## config.mk

```make
export PLATFORM = sky130hd
export DESIGN_NAME = serial_adder_ctrl
export DESIGN_NICKNAME = d
export VERILOG_FILES = /design/src/rtl/serial_adder_ctrl.sv
export SDC_FILE = /design/constraint.sdc
export NUM_CORES = 1
export LEC_CHECK = 0
export CORE_ASPECT_RATIO = 0.9
export CORE_MARGIN = 8
export CORE_UTILIZATION = 50
export DETAILED_ROUTE_END_ITERATION = 8
export GPL_ROUTABILITY_DRIVEN = 0
export HOLD_SLACK_MARGIN = 0.03
export PLACE_DENSITY = 0.77
export SYNTH_ARGS = -nofsm -noshare
export SYNTH_HDL_FRONTEND = slang
export SYNTH_SLANG_ARGS = --single-unit
```

## constraint.sdc

```tcl
create_clock -name clk -period 4.61 [get_ports clk]
set_input_delay 0.922 -clock clk [delete_from_list [all_inputs] [get_ports clk]]
set_output_delay 0.922 -clock clk [all_outputs]
set_load 0.02 [all_outputs]
```

## src/rtl/serial_adder_ctrl.sv

```systemverilog
// Bit-serial adder: one shared full adder walks the operands LSB first, one bit per clock,
// with an IDLE/ADD/DONE controller and registered sum, carry-out and overflow.
module serial_adder_ctrl #(
    parameter int WIDTH = 8
) (
    input  logic             clk,
    input  logic             reset_n,
    input  logic             start,
    input  logic [WIDTH-1:0] a,
    input  logic [WIDTH-1:0] b,
    input  logic             carryin,
    output logic             busy,
    output logic             done,
    output logic [WIDTH-1:0] sum,
    output logic             carryout,
    output logic             overflow
);

    localparam int CW = $clog2(WIDTH);
    localparam logic [CW-1:0] LAST = CW'(WIDTH - 1);

    typedef enum logic [1:0] {
        IDLE = 2'd0,
        ADD  = 2'd1,
        DONE = 2'd2
    } state_t;

    state_t           state_q;
    logic [WIDTH-1:0] a_q;
    logic [WIDTH-1:0] b_q;
    logic [WIDTH-1:0] acc_q;
    logic [WIDTH-1:0] sum_q;
    logic [CW-1:0]    cnt_q;
    logic             carry_q;
    logic             carryout_q;
    logic             overflow_q;

    logic             bit_a;
    logic             bit_b;
    logic             sum_bit;
    logic             carry_d;
    logic [WIDTH-1:0] acc_d;

    // The single full adder; the sum bit enters at the top so bit 0 lands at LSB after WIDTH shifts.
    always_comb begin
        bit_a   = a_q[cnt_q];
        bit_b   = b_q[cnt_q];
        sum_bit = bit_a ^ bit_b ^ carry_q;
        carry_d = (bit_a & bit_b) | (carry_q & (bit_a ^ bit_b));
        acc_d   = {sum_bit, acc_q[WIDTH-1:1]};
    end

    always_ff @(posedge clk or negedge reset_n) begin
        if (!reset_n) begin
            state_q    <= IDLE;
            a_q        <= '0;
            b_q        <= '0;
            acc_q      <= '0;
            sum_q      <= '0;
            cnt_q      <= '0;
            carry_q    <= 1'b0;
            carryout_q <= 1'b0;
            overflow_q <= 1'b0;
        end else begin
            case (state_q)
                IDLE: begin
                    if (start) begin
                        a_q     <= a;
                        b_q     <= b;
                        carry_q <= carryin;
                        cnt_q   <= '0;
                        state_q <= ADD;
                    end
                end
                ADD: begin
                    acc_q   <= acc_d;
                    carry_q <= carry_d;
                    cnt_q   <= cnt_q + 1'b1;
                    if (cnt_q == LAST) begin
                        // carry_q here is still the carry into the MSB
                        sum_q      <= acc_d;
                        carryout_q <= carry_d;
                        overflow_q <= carry_q ^ carry_d;
                        cnt_q      <= '0;
                        state_q    <= DONE;
                    end
                end
                DONE: begin
                    state_q <= IDLE;
                end
                default: begin
                    state_q <= IDLE;
                end
            endcase
        end
    end

    assign busy     = (state_q == ADD);
    assign done     = (state_q == DONE);
    assign sum      = sum_q;
    assign carryout = carryout_q;
    assign overflow = overflow_q;

endmodule

```

==> metrics.yaml, run 1 <==
status: "completed"
peakVddDrop_mv: 0.327
crit_path_end_kind: "output pin"
dr.first_iter.drc_count: 49
cp-start-kind: "flip-flop"
io_pins: 32
hp-class: "flip-flop to flip-flop"
ys_ff_latch: 39
layout_common_cells: "dfrtp_1 (39), mux2_2 (34), clkdlybuf4s50_1 (30), clkbuf_8 (7), mux4_1 (4)"
initial_core_util: 0.510
rsz0062_at_grt: "no"
maxCapViolCount: 0
synth-xor-area-share: 0.00524
synth-adder-area-share: 0.0269
diodes: 0
hold_violations: 0
clockPowerShare: 0.162
drcViolationCount: 0
synthSimpleGateAreaFrac: 0.0284
placedInstanceArea_mm2: 0.00200
cts-hold-fix-buffers: 0
synth_enable_flop_cells: 0
synth_ff_type: "dfrtp_1"
synth_area_leaders: "dfrtp_1 (58%), mux2_2 (23%), mux4_1 (6.3%)"
powerDensity_mw_per_mm2: 719
grt_overflow: 0
synth_cells: 104
ys_types: 20
grt_max_degree: 40
yosysSeqAreaShare: 0.583
cp.arrival_ns: 1.97
numCtsBuffers: 5
dieArea_mm2: 0.00546
layout-drive-gt1-share: 0.309
ff_latch_area_um2: 976
clock_path_buffers: 2
syn_area_per_cell_um2: 16.1
cts_tree: "done"
finalWirelength_um: 2980
hold_path_depth: 2
maxSlewHeadroom: 0.446
first_global_vias: 1143
cts_resized: 0
p_comb_frac: 0.420
dr.pass1.iters: 5
muxShareOfSynthArea: 0.292
grt_pass1_wl_um: 5170
yosys_warnings: 0
mostFrequentLayoutCell: "dfrtp_1"
syn_nets: 127
cts_root_buffer: "clkbuf_8"
synth_top_area_frac: 0.583
core.rowCount: 20
synthArstFlopShare: 1.00
post-route-period-util: 0.627
finClkSkew_ns: 0.00433
post_cts_buffers: 0
power_switching_mw: 0.474
tightest_slew_ns: 0.830
power.internal_mw: 1.04
finalCriticalPeriod_ns: 2.89
clk_latency_ns: 0.28
io_buffers: 31
core_mm2: 0.00328
finalSetupTns_ns: 0
die_h_um: 70.9
grt_usage: 0.120
yosys.area.top_type: "dfrtp_1"
total_power_mw: 1.51
antenna_found_initial: 0
p_seq_frac: 0.418
area_growth_pct: 25.6
ant_nets: 0
crit_type: "flip-flop to output pin"
vias: 958
crit_required_ns: 3.69
final-setup-viol-count: 0
final_area_mm2: 0.00210
synth_top_family_by_area: "multiplexers"
reg2reg_depth: 5
layout.nets: 161
synth_compound_area_frac: 0.0381
path_max_fanout: 11
slew_viol_final: 0
clkSinkCount: 39
wire_per_inst_um: 16.3
hpwl_um: 2260
multi_input_area_um2: 653
via_per_inst: 5.23
p_leak_nw: 0.893
synth_area_mm2: 0.00167
clk_pin_slew_ns: 0.07
fmax_ghz: 0.346
cts_htree_levels: 2
p_sw_frac: 0.314
die-width_um: 77.0
num-fill-cells: 249
critical path: stages (launching register included):
cell,delay [ns]
dfrtp_1,0.44
inv_1,0.12
nand2_1,0.10
inv_1,0.34
clkdlybuf4s50_1,0.69
logic make-up after synthesis:
logic type                 Yosys count
AOI/OAI and AO/OA                    9
xor gates and xnor gates             1
adders and majority gates            3
buffers and inverters                7
DFF                                 39
muxes                               38
and+or+nand+nor                      7
cell usage after synthesis, types with 2 or more instances:
cell type,n
ha_1,2
nand2_1,3
o21bai_1,2
mux2_2,34
buf_2,2
o21ai_0,2
mux4_1,4
buf_6,2
dfrtp_1,39
inv_1,3
a22o_1,2
state kept, by name, indices dropped and copies added (netlist names):
name / cells
state_q: 2
carry_q: 1
cnt_q: 3
b_q: 8
a_q: 8
overflow: 1
sum: 8
carryout: 1
acc_q: 7
per-stage QoR:
stage	utilization	hold slack (ns)	setup slack, ns	std cells
2_1_floorplan	-	0.472	2.51	104
3_3_place_gp	0.610	0.468	1.95	175
3_5_place_dp	0.610	0.493	1.91	175
4_1_cts	0.641	0.509	1.71	183
5_1_grt	0.641	0.527	1.57	183
6_report	0.641	0.497	1.72	183
path summary, 6_finish.rpt:
check | start | end | slack [ns]
min | overflow$_DFFE_PN0P_ | overflow$_DFFE_PN0P_ | 0.50
max | state_q[1]$_DFFE_PN0P_ | busy | 1.72
max in group asynchronous | reset_n | state_q[0]$_DFFE_PN0P_ | 3.35
min in group asynchronous | reset_n | b_q[2]$_DFFE_PN0P_ | 0.74
max reg2reg | cnt_q[0]$_DFFE_PN0P_ | carry_q$_DFFE_PN0P_ | 2.33
min reg2reg | overflow$_DFFE_PN0P_ | overflow$_DFFE_PN0P_ | 0.50
layout make-up:
type,count,area share
Inverter,3,0.00536
Clock buffer,8,0.0476
Tap cell,44,0.0262
Timing Repair Buffer,31,0.145
Sequential cell,39,0.465
Multi-Input combinational cell,58,0.311
routing by layer:
layer | global-route usage | vias to the layer above | routed length, µm
met4 | 0.0544 | 0 | 36
met3 | 0.0544 | 4 | 181
met5 | 0 | - | 0
met2 | 0.204 | 31 | 1510
met1 | 0.126 | 478 | 1250
li1 | - | 445 | -
power groups by stage:
stage | registers [mW] | clock network, mW | logic (mW)
floorplan | 0.652 | 0 | 0.423
global placement | 0.626 | 0 | 0.615
detailed placement | 0.641 | 0 | 0.644
CTS | 0.635 | 0.253 | 0.646
global route | 0.656 | 0.267 | 0.695
finish | 0.631 | 0.245 | 0.635
Power figures use the tool's default switching activity.
==> inputs of run 2 (changes only) <==
Clock period 4.61 ns to 2.7 ns, I/O delays scaled along.
==> metrics.yaml, run 2 (synthesized netlist as in run 1, its figures left out) <==
cts-hold-fix-buffers: 0  # unchanged
tightest_slew_ns: 0.844  # +0.0135 ns
grt_pass1_wl_um: 5100  # -1.3%
core_mm2: 0.00328  # unchanged
layoutNonFillerInstCount: 185  # +1.1%
cp-start-kind: "flip-flop"
crit_type: "flip-flop to flip-flop"
peakVddDrop_mv: 0.500  # +53%
antenna_found_initial: 0  # unchanged
cts_root_buffer: "clkbuf_8"
layout_common_cells: "dfrtp_1 (39), mux2_2 (34), clkdlybuf4s50_1 (30), clkbuf_8 (5), mux4_1 (4)"
mostFrequentLayoutCell: "dfrtp_1"
clkSinkCount: 39  # unchanged
diodes: 0  # unchanged
grt_max_degree: 40  # unchanged
r2r-start: "cnt_q[0]$_DFFE_PN0P_"
wire_per_inst_um: 16.4  # +0.81%
finalCriticalPeriod_ns: 2.29
final-setup-viol-count: 0  # unchanged
post-route-period-util: 0.847
powerDensity_mw_per_mm2: 1210  # +69%
post_cts_buffers: 0  # unchanged
core.rowCount: 20  # unchanged
numCtsBuffers: 5  # unchanged
final_area_mm2: 0.00210  # -0.18%
r2r_slack_ns: 0.41  # -1.92 ns
slew_viol_final: 0  # unchanged
clk_latency_ns: 0.29  # about the same
crit_path_end_kind: "flip-flop"
hold_violations: 0  # unchanged
crit_required_ns: 2.88  # -0.81 ns
die-width_um: 77.0  # unchanged
clock_path_buffers: 2  # unchanged
hp-class: "input pin to async pin"
cts_htree_levels: 2  # unchanged
drcViolationCount: 0  # unchanged
p_leak_nw: 0.893  # about the same
maxSlewHeadroom: 0.437  # -0.00900
dr.first_iter.drc_count: 66  # +35%
layout-drive-gt1-share: 0.312  # +0.00270
dp_cells: 177  # +1.1%
placedInstanceArea_mm2: 0.00202  # +0.75%
ant_nets: 0  # unchanged
first_global_vias: 1076  # -5.9%
fmax_ghz: 0.437
vias: 969  # +1.1%
cp.arrival_ns: 2.46  # +0.49 ns
status: "completed"
area_growth_pct: 25.4
clk_pin_slew_ns: 0.07  # about the same
num-fill-cells: 247  # -0.80%
finalSetupTns_ns: 0  # unchanged
via_per_inst: 5.24  # about the same
reg2reg_depth: 4  # -1
finClkSkew_ns: 0.00319  # -0.00114 ns
cts_tree: "done"
cts_resized: 0  # unchanged
initial_core_util: 0.510  # unchanged
finalWirelength_um: 3040  # +1.9%
io_buffers: 31  # unchanged
maxCapViolCount: 0  # unchanged
hpwl_um: 2260  # about the same
rsz0062_at_grt: "no"
io_pins: 32  # unchanged
dr.pass1.iters: 4  # -1
die_h_um: 70.9  # unchanged
layout.nets: 163  # +1.2%
grt_overflow: 0  # unchanged
path_max_fanout: 7  # -4
grt_usage: 0.119  # -0.000875
dieArea_mm2: 0.00546  # unchanged
reg2reg_to: "carryout$_DFFE_PN0P_"
[run 2: worst max path at each step]
stage	startpoint	to	slack (ns)	depth (start not counted)
after global placement	cnt_q[0]$_DFFE_PN0P_	acc_q[7]$_DFFE_PN0N_	0.51	4
after detailed placement	cnt_q[0]$_DFFE_PN0P_	overflow$_DFFE_PN0P_	0.42	5
after CTS	cnt_q[0]$_DFFE_PN0P_	overflow$_DFFE_PN0P_	0.40	5
after floorplan	cnt_q[0]$_DFFE_PN0P_	acc_q[7]$_DFFE_PN0N_	0.60	5
after global routing	cnt_q[0]$_DFFE_PN0P_	overflow$_DFFE_PN0P_	0.31	5
final	cnt_q[0]$_DFFE_PN0P_	carryout$_DFFE_PN0P_	0.41	4
[run 2: cell type report]
type                       count  area, µm²  area share
sequential                    39        976       0.465
multi-input combinational     58        653       0.311
timing repair buffer          33        320       0.153
clock buffer                   7       76.3      0.0364
tap                           44       55.1      0.0263
inverter                       3       11.3     0.00537
clock inverter                 1       5.00     0.00239
[run 2: power breakdown]
part	internal (mW)	leakage (nW)	switching [mW]	total, mW
Combinational	0.668	0.386	0.425	1.09
Clock	0.181	0.0422	0.190	0.371
Sequential	0.881	0.465	0.201	1.08
[run 2: critical path, cell delays in order, from the launching register on]
cell and delay, ns:
dfrtp_1 0.52, mux4_1 0.61, mux2_2 0.30, fa_1 0.45
mux2_2 0.29
[run 2: routing by layer]
| metal | up-vias | part of all wire | global-route usage |
|---|---|---|---|
| li1 | 455 | - | - |
| met1 | 481 | 0.43 | 0.142 |
| met2 | 25 | 0.49 | 0.182 |
| met4 | 0 | 0.022 | 0.0628 |
| met5 | - | 0 | 0 |
| met3 | 8 | 0.060 | 0.0481 |
[run 2: through the flow]
step | total power [mW] | worst slack, ns | hold WS, ns | utilization
floorplan | 1.84 | 0.596 | 0.244 | -
detailed placement | 2.20 | 0.416 | 0.489 | 0.615
global placement | 2.14 | 0.515 | 0.468 | 0.615
global route | 2.71 | 0.315 | 0.428 | 0.640
finish | 2.55 | 0.414 | 0.350 | 0.640
CTS | 2.58 | 0.400 | 0.377 | 0.640
